$ cat config.mk
export PLATFORM = sky130hd
export DESIGN_NAME = uart_tx_scheduler
export DESIGN_NICKNAME = d
export VERILOG_FILES = /design/src/rtl/uart_tx_pkg.sv /design/src/rtl/uart_tx_rr_arbiter.sv /design/src/rtl/uart_tx_scheduler.sv
export SDC_FILE = /design/constraint.sdc
export NUM_CORES = 1
export LEC_CHECK = 0
export BUFFER_PORTS_ARGS = -buffer_cell sky130_fd_sc_hd__buf_2
export CORE_AREA = 2 2 61 92
export DETAILED_ROUTE_END_ITERATION = 8
export DIE_AREA = 0 0 63 94
export PLACE_DENSITY = 0.52
export SYNTH_ARGS = -nofsm -noshare
export SYNTH_HDL_FRONTEND = slang
export SYNTH_SLANG_ARGS = --single-unit
$ cat constraint.sdc
create_clock -name clk -period 2.34 [get_ports clk]
set_input_delay 0.117 -clock clk [delete_from_list [all_inputs] [get_ports clk]]
set_output_delay 0.117 -clock clk [all_outputs]
set_load 0.01 [all_outputs]
$ cat src/rtl/uart_tx_pkg.sv
// Shared types and widths for the UART transmit scheduler slice.
package uart_tx_pkg;

  localparam int unsigned UART_DATA_W  = 8;
  localparam int unsigned UART_BAUD_W  = 12;
  localparam int unsigned UART_NUM_REQ = 2;

  typedef enum logic [1:0] {
    IDLE,
    LOAD,
    SEND,
    GAP
  } tx_sched_state_e;

endpackage

$ cat src/rtl/uart_tx_rr_arbiter.sv
// Combinational two-way grant; round-robin when UART_TX_SCHED_RR_EN is defined,
// otherwise fixed priority with requester 0 highest.
module uart_tx_rr_arbiter
  import uart_tx_pkg::*;
(
  input  logic [UART_NUM_REQ-1:0] valid,
  input  logic                    last_grant,
  output logic                    grant_valid,
  output logic                    grant
);

`ifdef UART_TX_SCHED_RR_EN
  always_comb begin
    grant_valid = |valid;
    if (&valid) grant = ~last_grant;
    else        grant = valid[1] & ~valid[0];
  end
`else
  logic unused_last_grant;
  assign unused_last_grant = last_grant;

  always_comb begin
    grant_valid = |valid;
    grant       = valid[1] & ~valid[0];
  end
`endif

endmodule

$ cat src/rtl/uart_tx_scheduler.sv
// Arbitrates two byte requesters and sequences one UART frame at a time.
// Arbitration mode selected by macro UART_TX_SCHED_RR_EN (see uart_tx_rr_arbiter).
module uart_tx_scheduler
  import uart_tx_pkg::*;
#(
  parameter int unsigned GAP_CYCLES = 0
) (
  input  logic                   clk,
  input  logic                   reset,
  input  logic                   req0_valid,
  input  logic [UART_DATA_W-1:0] req0_data,
  output logic                   req0_ready,
  input  logic                   req1_valid,
  input  logic [UART_DATA_W-1:0] req1_data,
  output logic                   req1_ready,
  input  logic [UART_BAUD_W-1:0] cfg_baud_divisor,
  input  logic                   cfg_parity_sel,
  input  logic                   cfg_two_stop_bits,
  output logic [UART_DATA_W-1:0] dp_data,
  output logic [UART_BAUD_W-1:0] dp_baud_divisor,
  output logic                   dp_parity_sel,
  output logic                   dp_two_stop_bits,
  output logic                   dp_tx_start,
  output logic                   dp_tx_sel,
  input  logic                   dp_tx_done,
  output logic                   busy,
  output logic                   grant_id,
  output logic                   frame_done
);

  localparam logic [7:0] GAP_LAST = (GAP_CYCLES == 0) ? 8'd0 : 8'(GAP_CYCLES - 1);

  tx_sched_state_e state;
  logic            last_grant;
  logic            arb_valid;
  logic            arb_grant;
  logic            accept;
  logic [7:0]      gap_cnt;

  uart_tx_rr_arbiter u_arb (
    .valid       ({req1_valid, req0_valid}),
    .last_grant  (last_grant),
    .grant_valid (arb_valid),
    .grant       (arb_grant)
  );

  // Reset gates the handshake and the completion pulse so neither leaks out
  // in the cycle the FSM is being forced back to IDLE.
  always_comb begin
    accept     = (state == IDLE) && !reset && arb_valid;
    req0_ready = accept && !arb_grant;
    req1_ready = accept && arb_grant;
    frame_done = (state == SEND) && dp_tx_done && !reset;
  end

  always_ff @(posedge clk) begin
    if (reset) begin
      state            <= IDLE;
      busy             <= 1'b0;
      dp_tx_start      <= 1'b0;
      dp_tx_sel        <= 1'b0;
      dp_data          <= '0;
      dp_baud_divisor  <= '0;
      dp_parity_sel    <= 1'b0;
      dp_two_stop_bits <= 1'b0;
      grant_id         <= 1'b0;
      last_grant       <= 1'b1;
      gap_cnt          <= '0;
    end else begin
      dp_tx_start <= 1'b0;
      unique case (state)
        IDLE: begin
          if (accept) begin
            dp_data          <= arb_grant ? req1_data : req0_data;
            dp_baud_divisor  <= cfg_baud_divisor;
            dp_parity_sel    <= cfg_parity_sel;
            dp_two_stop_bits <= cfg_two_stop_bits;
            grant_id         <= arb_grant;
            last_grant       <= arb_grant;
            dp_tx_start      <= 1'b1;
            busy             <= 1'b1;
            state            <= LOAD;
          end
        end
        LOAD: begin
          dp_tx_sel <= 1'b1;
          state     <= SEND;
        end
        SEND: begin
          if (dp_tx_done) begin
            dp_tx_sel <= 1'b0;
            gap_cnt   <= '0;
            if (GAP_CYCLES > 0) begin
              state <= GAP;
            end else begin
              busy  <= 1'b0;
              state <= IDLE;
            end
          end
        end
        GAP: begin
          if (gap_cnt == GAP_LAST) begin
            busy  <= 1'b0;
            state <= IDLE;
          end else begin
            gap_cnt <= gap_cnt + 8'd1;
          end
        end
        default: state <= IDLE;
      endcase
    end
  end

endmodule

Word-level counts from Yosys, hierarchy flattened

Cells that the tools add are included.

Bitwise operators: 3
$add $sub $neg: 1
Muxes and demuxes: 14
Equal/unequal tests: 7
Reduce and logical (&&, ||, !) cells: 20

Operators with widths:

| cell                  | count |
|---|---|
| $mux W8               | 3 |
| $pmux W8 S2           | 1 |
| $add A8 B1 Y8 const B | 1 |
| $logic_not A8 Y1      | 1 |
| $ne A2 B2 Y1 const B  | 4 |
| $pmux W2 S4           | 1 |
| $logic_and A1 B1 Y1   | 6 |
| $mux W2               | 3 |
| $reduce_and A3 Y1     | 2 |
| $eq A2 B2 Y1 const B  | 2 |
| $mux W1               | 4 |
| $reduce_and A2 Y1     | 2 |
| $reduce_and A4 Y1     | 1 |
| $reduce_bool A2 Y1    | 2 |
| $reduce_or A2 Y1      | 2 |
| $pmux W1 S3           | 1 |
| $reduce_bool A3 Y1    | 1 |
| $eq A2 B1 Y1 const B  | 1 |
| $logic_not A1 Y1      | 2 |
| $logic_not A2 Y1      | 1 |
| $not A1 Y1            | 2 |
| $pmux W1 S2           | 1 |
| $and A1 B1 Y1         | 1 |

Logic and storage cells: 55
Input port bits: 35
Bits in registers: 36
Output and inout bits: 29

Longest topological paths before layout

Depth after elaboration: 5
Mapped depth: 6

By module

Synthesis repeated with hierarchy kept, for this count alone.

Cell total of the unflattened synthesis: 184
Area, all modules: 1,592.8 um^2

By module, submodules not included:

| module             | cells an instance | times used | area each (um^2) |
|---|---|---|---|
| uart_tx_scheduler  | 182               | 1          | 1,580.3 |
| uart_tx_rr_arbiter | 2                 | 1          | 12.5 |

Least setup slack after synthesis

No wires, ideal clock.

Path type: register to register
Start: reg gap_cnt[0]
End: reg gap_cnt[2]
Buffers on the path: 0
Required time: 2,208 ps
Slack: 841 ps
Stages on the path, launching flop included: 7
Period minus slack after synthesis: 1,499 ps
Data arrival time: 1,367 ps
Cells stage by stage: dfxtp_1 -> inv_1 -> ha_1 -> or4b_4 -> o21ai_4 -> or3b_1 -> a21oi_1

Word-level cells in the longest chain between the ends: 3
Elaborated cells on any way between the ends: 6
Classes of those cells: 1 x add/sub; 1 x eq/ne; 2 x mux; 2 x reduce/logical

Ends and longest elaborated chain:

| what                                                     | RTL line                                           | RTL |
|---|---|---|
| start: declaration                                       | uart_tx_scheduler.sv:38                            | `logic [7:0] gap_cnt;` |
| start signal: assignment                                 | uart_tx_scheduler.sv:106                           | `gap_cnt <= gap_cnt + 8'd1;` |
| $add A8 B1 Y8 / $logic_not A8 Y1 (equally long branches) | uart_tx_scheduler.sv:106, uart_tx_scheduler.sv:102 |  |
| $mux W8 / $ne A2 B2 Y1 (equally long branches)           | n/a                                                |  |
| $pmux W8 S2 / $reduce_and A3 Y1 (equally long branches)  | n/a                                                |  |

Parallel ways exist; a longest one is shown, timed or not. The select of a mux whose other input is x is not followed.
A chain may end at the register's enable or synchronous reset.

Final worst setup path

Start: reg state[0]
End: out req1_ready

Word-level cells in the longest chain between the ends: 4

Ends and longest elaborated chain:

| what                              | RTL line                | RTL |
|---|---|---|
| start: declaration                | uart_tx_scheduler.sv:33 | `tx_sched_state_e state;` |
| start signal: assignment          | uart_tx_scheduler.sv:58 | `state <= IDLE;` |
| start signal: assignment          | uart_tx_scheduler.sv:82 | `state <= LOAD;` |
| start signal: assignment          | uart_tx_scheduler.sv:87 | `state <= SEND;` |
| $logic_not A2 Y1                  | uart_tx_scheduler.sv:50 | `accept = (state == IDLE) && !reset && arb_valid;` |
| $logic_and A1 B1 Y1 (2 in series) | uart_tx_scheduler.sv:50 |  |
| $logic_and A1 B1 Y1               | uart_tx_scheduler.sv:52 | `req1_ready = accept && arb_grant;` |
| end: declaration                  | uart_tx_scheduler.sv:15 | `output logic req1_ready,` |

Every way passes these cells.

==> impl_metrics.py <==
metrics = {
    "placed_design": {
        "pre_cts_ws_ns": 0.7249,
        "quantity_of_i_o_buffers_inserted_on_ports": 63,
        "dp_hpwl_um": 2692,
        "routability_cong": 0.7543,
        "dp.cells": 304,
    },
    "logic_synthesis": {
        "synthCells": 182,
        "synth_fa_ha_area_share_pct": 1.676,
        "synth_area_in_compound_gates_pct": 18.86,
        "synth_top_family_by_area": "simple AND/OR/NAND/NOR gates",
        "total_of_flip_flops_plus_latches_after_synthesis": 36,
        "post_synthesis_mux_area_share_pct": 2.934,
        "simple_gate_portion_of_the_synthesized_area_pct": 23.72,
        "mean_syn_cell_area_um2": 8.202,
        "synthesis.area_mm2": 0.001493,
        "mappedNetlistNets": 219,
        "synth_top_cells_by_area": "dfxtp_1, nand2_1, a21oi_1",
        "yosys.area.top_type_share_pct": 48.28,
        "xor_and_xnor_fraction_of_the_mapped_netlist_area_pct": 0,
        "yosys_warnings": 0,
        "synth.distinct_cells": 32,
        "yosysTopAreaCell": "dfxtp_1",
        "synth.yosys.seq_area_share_pct": 48.28,
    },
    "layout": {
        "antennaDiodeCount": 0,
        "final_core_util_pct": 39.05,
        "syn_to_final_growth_pct": 33.03,
        "final_nets": 280,
        "fraction_of_layout_instances_using_a_drive_strength_above_1_pct": 33.20,
        "final_cell_count_no_fill": 312,
        "fill_cells": 557,
    },
    "route": {
        "postRouteAntennaNets": 0,
        "drt-wirelength-per-cell_um": 11.62,
        "detail_route.vias_per_cell": 4.535,
        "wl_um": 3624,
        "first_iter_violations": 51,
        "drc": 0,
        "dr_total_vias": 1415,
        "drt_pass1_iterations": 4,
    },
    "timing": {
        "fin_setup_tns_ns": 0,
        "fin_crit_ns": 1.770,
        "endpoints_failing_setup": 0,
        "clock_skew_ns": 0.002177,
        "final-hold-violation-count": 0,
        "rsz0062_at_grt": "false",
        "maxSlewViolCount": 0,
        "worst-slew-pin-transition_ns": 0.6612,
        "final_min_period_over_clock_period_pct": 75.64,
        "relSlewSlack_pct": 55.62,
        "max_clock_freq_ghz": 0.5650,
        "fin_ws_ns": 0.5700,
    },
    "global_routing": {
        "largest_net_degree_at_the_start_of_global_routing": 34,
        "grt_first_pass_wirelength_um": 6037,
        "grtUsageTotal_pct": 12.82,
        "grt_antenna_before_repair": 0,
        "first_global_vias": 1349,
        "globalRouteOverflowTotal": 0,
    },
    "clock_tree": {
        "cts_tree": "yes",
        "cts_buf_count": 5,
        "numClockSinks": 36,
        "holdBufCountCts": 0,
        "clkLatencyLatePin_ns": 0.28,
        "cts_htree_levels": 2,
        "postCtsResizedCells": 0,
        "cts.clk_slew.worst_paths_ns": 0.07,
        "cts.path.max_buffers": 2,
        "ctsRootBufferMaster": "clkbuf_8",
        "post-cts-setup-buffer-count": 0,
    },
    "critical_path": {
        "cp_max_fo": 12,
        "critPathCaptureType": "output port",
        "worst-endpoint-arrival_ns": 1.65,
        "worst_r2r_path_depth": 6,
        "worstSetupPathType": "reg -> out",
        "startpoint_type": "flop",
        "worst_ep_required_time_ns": 2.22,
    },
    "power_and_ir_drop": {
        "power_leakage_uw": 0.0008943,
        "power.density_cell_area_mw_per_mm2": 738.9,
        "vdd_ir_drop_max_mv": 0.2251,
    },
    "floorplanning": {
        "dieWidth_um": 63,
        "die_h_um": 94,
        "num_io_pins": 64,
        "floorplan.initialDensity_pct": 29.36,
        "std_cell_rows": 32,
        "die_area_mm2": 0.005922,
        "fp.coreArea_mm2": 0.005085,
    },
    "flow_run": {
        "max_cap_violations": 0,
    },
    "status": {
        "run_status": "finished clean",
    },
    "worst_hold_path": {
        "timing.hold.worst.class": "in -> reg",
        "worstHoldPathCells": 3,
    },
}
[cells by family (layout without fill, tap and decap cells)]
family / Yosys count / count (layout)
AOI/OAI and AO/OA: 47 / 47
adders and majority gates: 2 / 2
buffers and inverters: 16 / 78
DFF: 36 / 36
muxes: 4 / 4
and+or+nand+nor: 77 / 77
[flip-flops by register name, indices dropped and copies added (netlist names), 2 cells and up]
name and cells:
gap_cnt 8, dp_baud_divisor 12, dp_data 8, state 2
[report_power, final]
group          leakage, µW  internal [µW]  total, µW  switching [µW]
logic             0.000535           86.0        199             113
registers         0.000295            653        678            24.6
clock network    0.0000645            376        590             214
[synthesized netlist by cell type (all sizes together)]
master,n
nand2,45
dfxtp,36
a21oi,29
nor2,11
a22oi,8
buf,6
clkbuf,5
inv,5
nand3,5
o21ai,5
mux2,3
or3,3
and2,2
and3,2
ha,2
nor3,2
a211oi,1
a2bb2oi,1
a31o,1
a31oi,1
and3b,1
and4,1
mux2i,1
nand2b,1
nand3b,1
nand4,1
o2111ai,1
or3b,1
or4b,1
[placed cells by master, fill, tap and decap left out]
cell type  count
buf_2         63
nand2_1       45
dfxtp_1       36
a21oi_1       29
nor2_1        11
a22oi_1        8
clkbuf_8       7
inv_1          5
nand3_1        5
or3_1          3
o21ai_0        3
mux2_2         3
nor3_1         2
and3_1         2
ha_1           2
buf_4          2
nand3b_2       1
and2_1         1
and3b_1        1
or4b_4         1
and2_2         1
and4_1         1
nand4_1        1
o21ai_1        1
o21ai_4        1
a31oi_1        1
a211oi_1       1
or3b_1         1
o2111ai_1      1
nand2b_1       1
mux2i_1        1
a2bb2oi_1      1
a31o_2         1
bufinv_16      1
[per-stage QoR]
step	power, µW	cell area, µm²	hold slack [ns]
2_1_floorplan	806.0	1493	0.2530
3_3_place_gp	894.8	1859	0.3615
3_5_place_dp	896.4	1859	0.3653
4_1_cts	1495	1986	0.05353
5_1_grt	1546	1986	0.05189
6_report	1467	1986	0.06580
[layout make-up]
| type | count | area (µm²) | area share (%) |
|---|---|---|---|
| clock buffers | 7 | 96.34 | 4.852 |
| flip-flops and latches | 36 | 720.7 | 36.29 |
| well taps | 68 | 85.08 | 4.285 |
| clock inverters | 1 | 30.03 | 1.512 |
| inverters | 5 | 18.77 | 0.9452 |
| multi-input cells | 130 | 704.4 | 35.48 |
| repair buffers | 65 | 330.3 | 16.64 |
[critical path: stages, from the launching register on]
cell and delay [ns]:
dfxtp_1 0.42, nor3_1 0.31, and3b_1 0.44, buf_2 0.21
[path summary, 6_finish.rpt]
check	start	end	slack, ns
max reg2reg	gap_cnt[0]	gap_cnt[5]	0.72
min	cfg_baud_divisor[7]	dp_baud_divisor[7]	0.07
min reg2reg	dp_data[5]	dp_data[5]	0.45
max	state[0]	req1_ready	0.57
[per-layer routing]
layer / track usage [%] / wire [µm] / vias to the layer above
met3: 3.237 / 200 / 4
met1: 13.20 / 1449 / 631
li1: - / - / 741
met5: 0 / 0 / -
met2: 24.11 / 1921 / 39
met4: 5.556 / 53 / 0
Power figures use the tool's default switching activity.
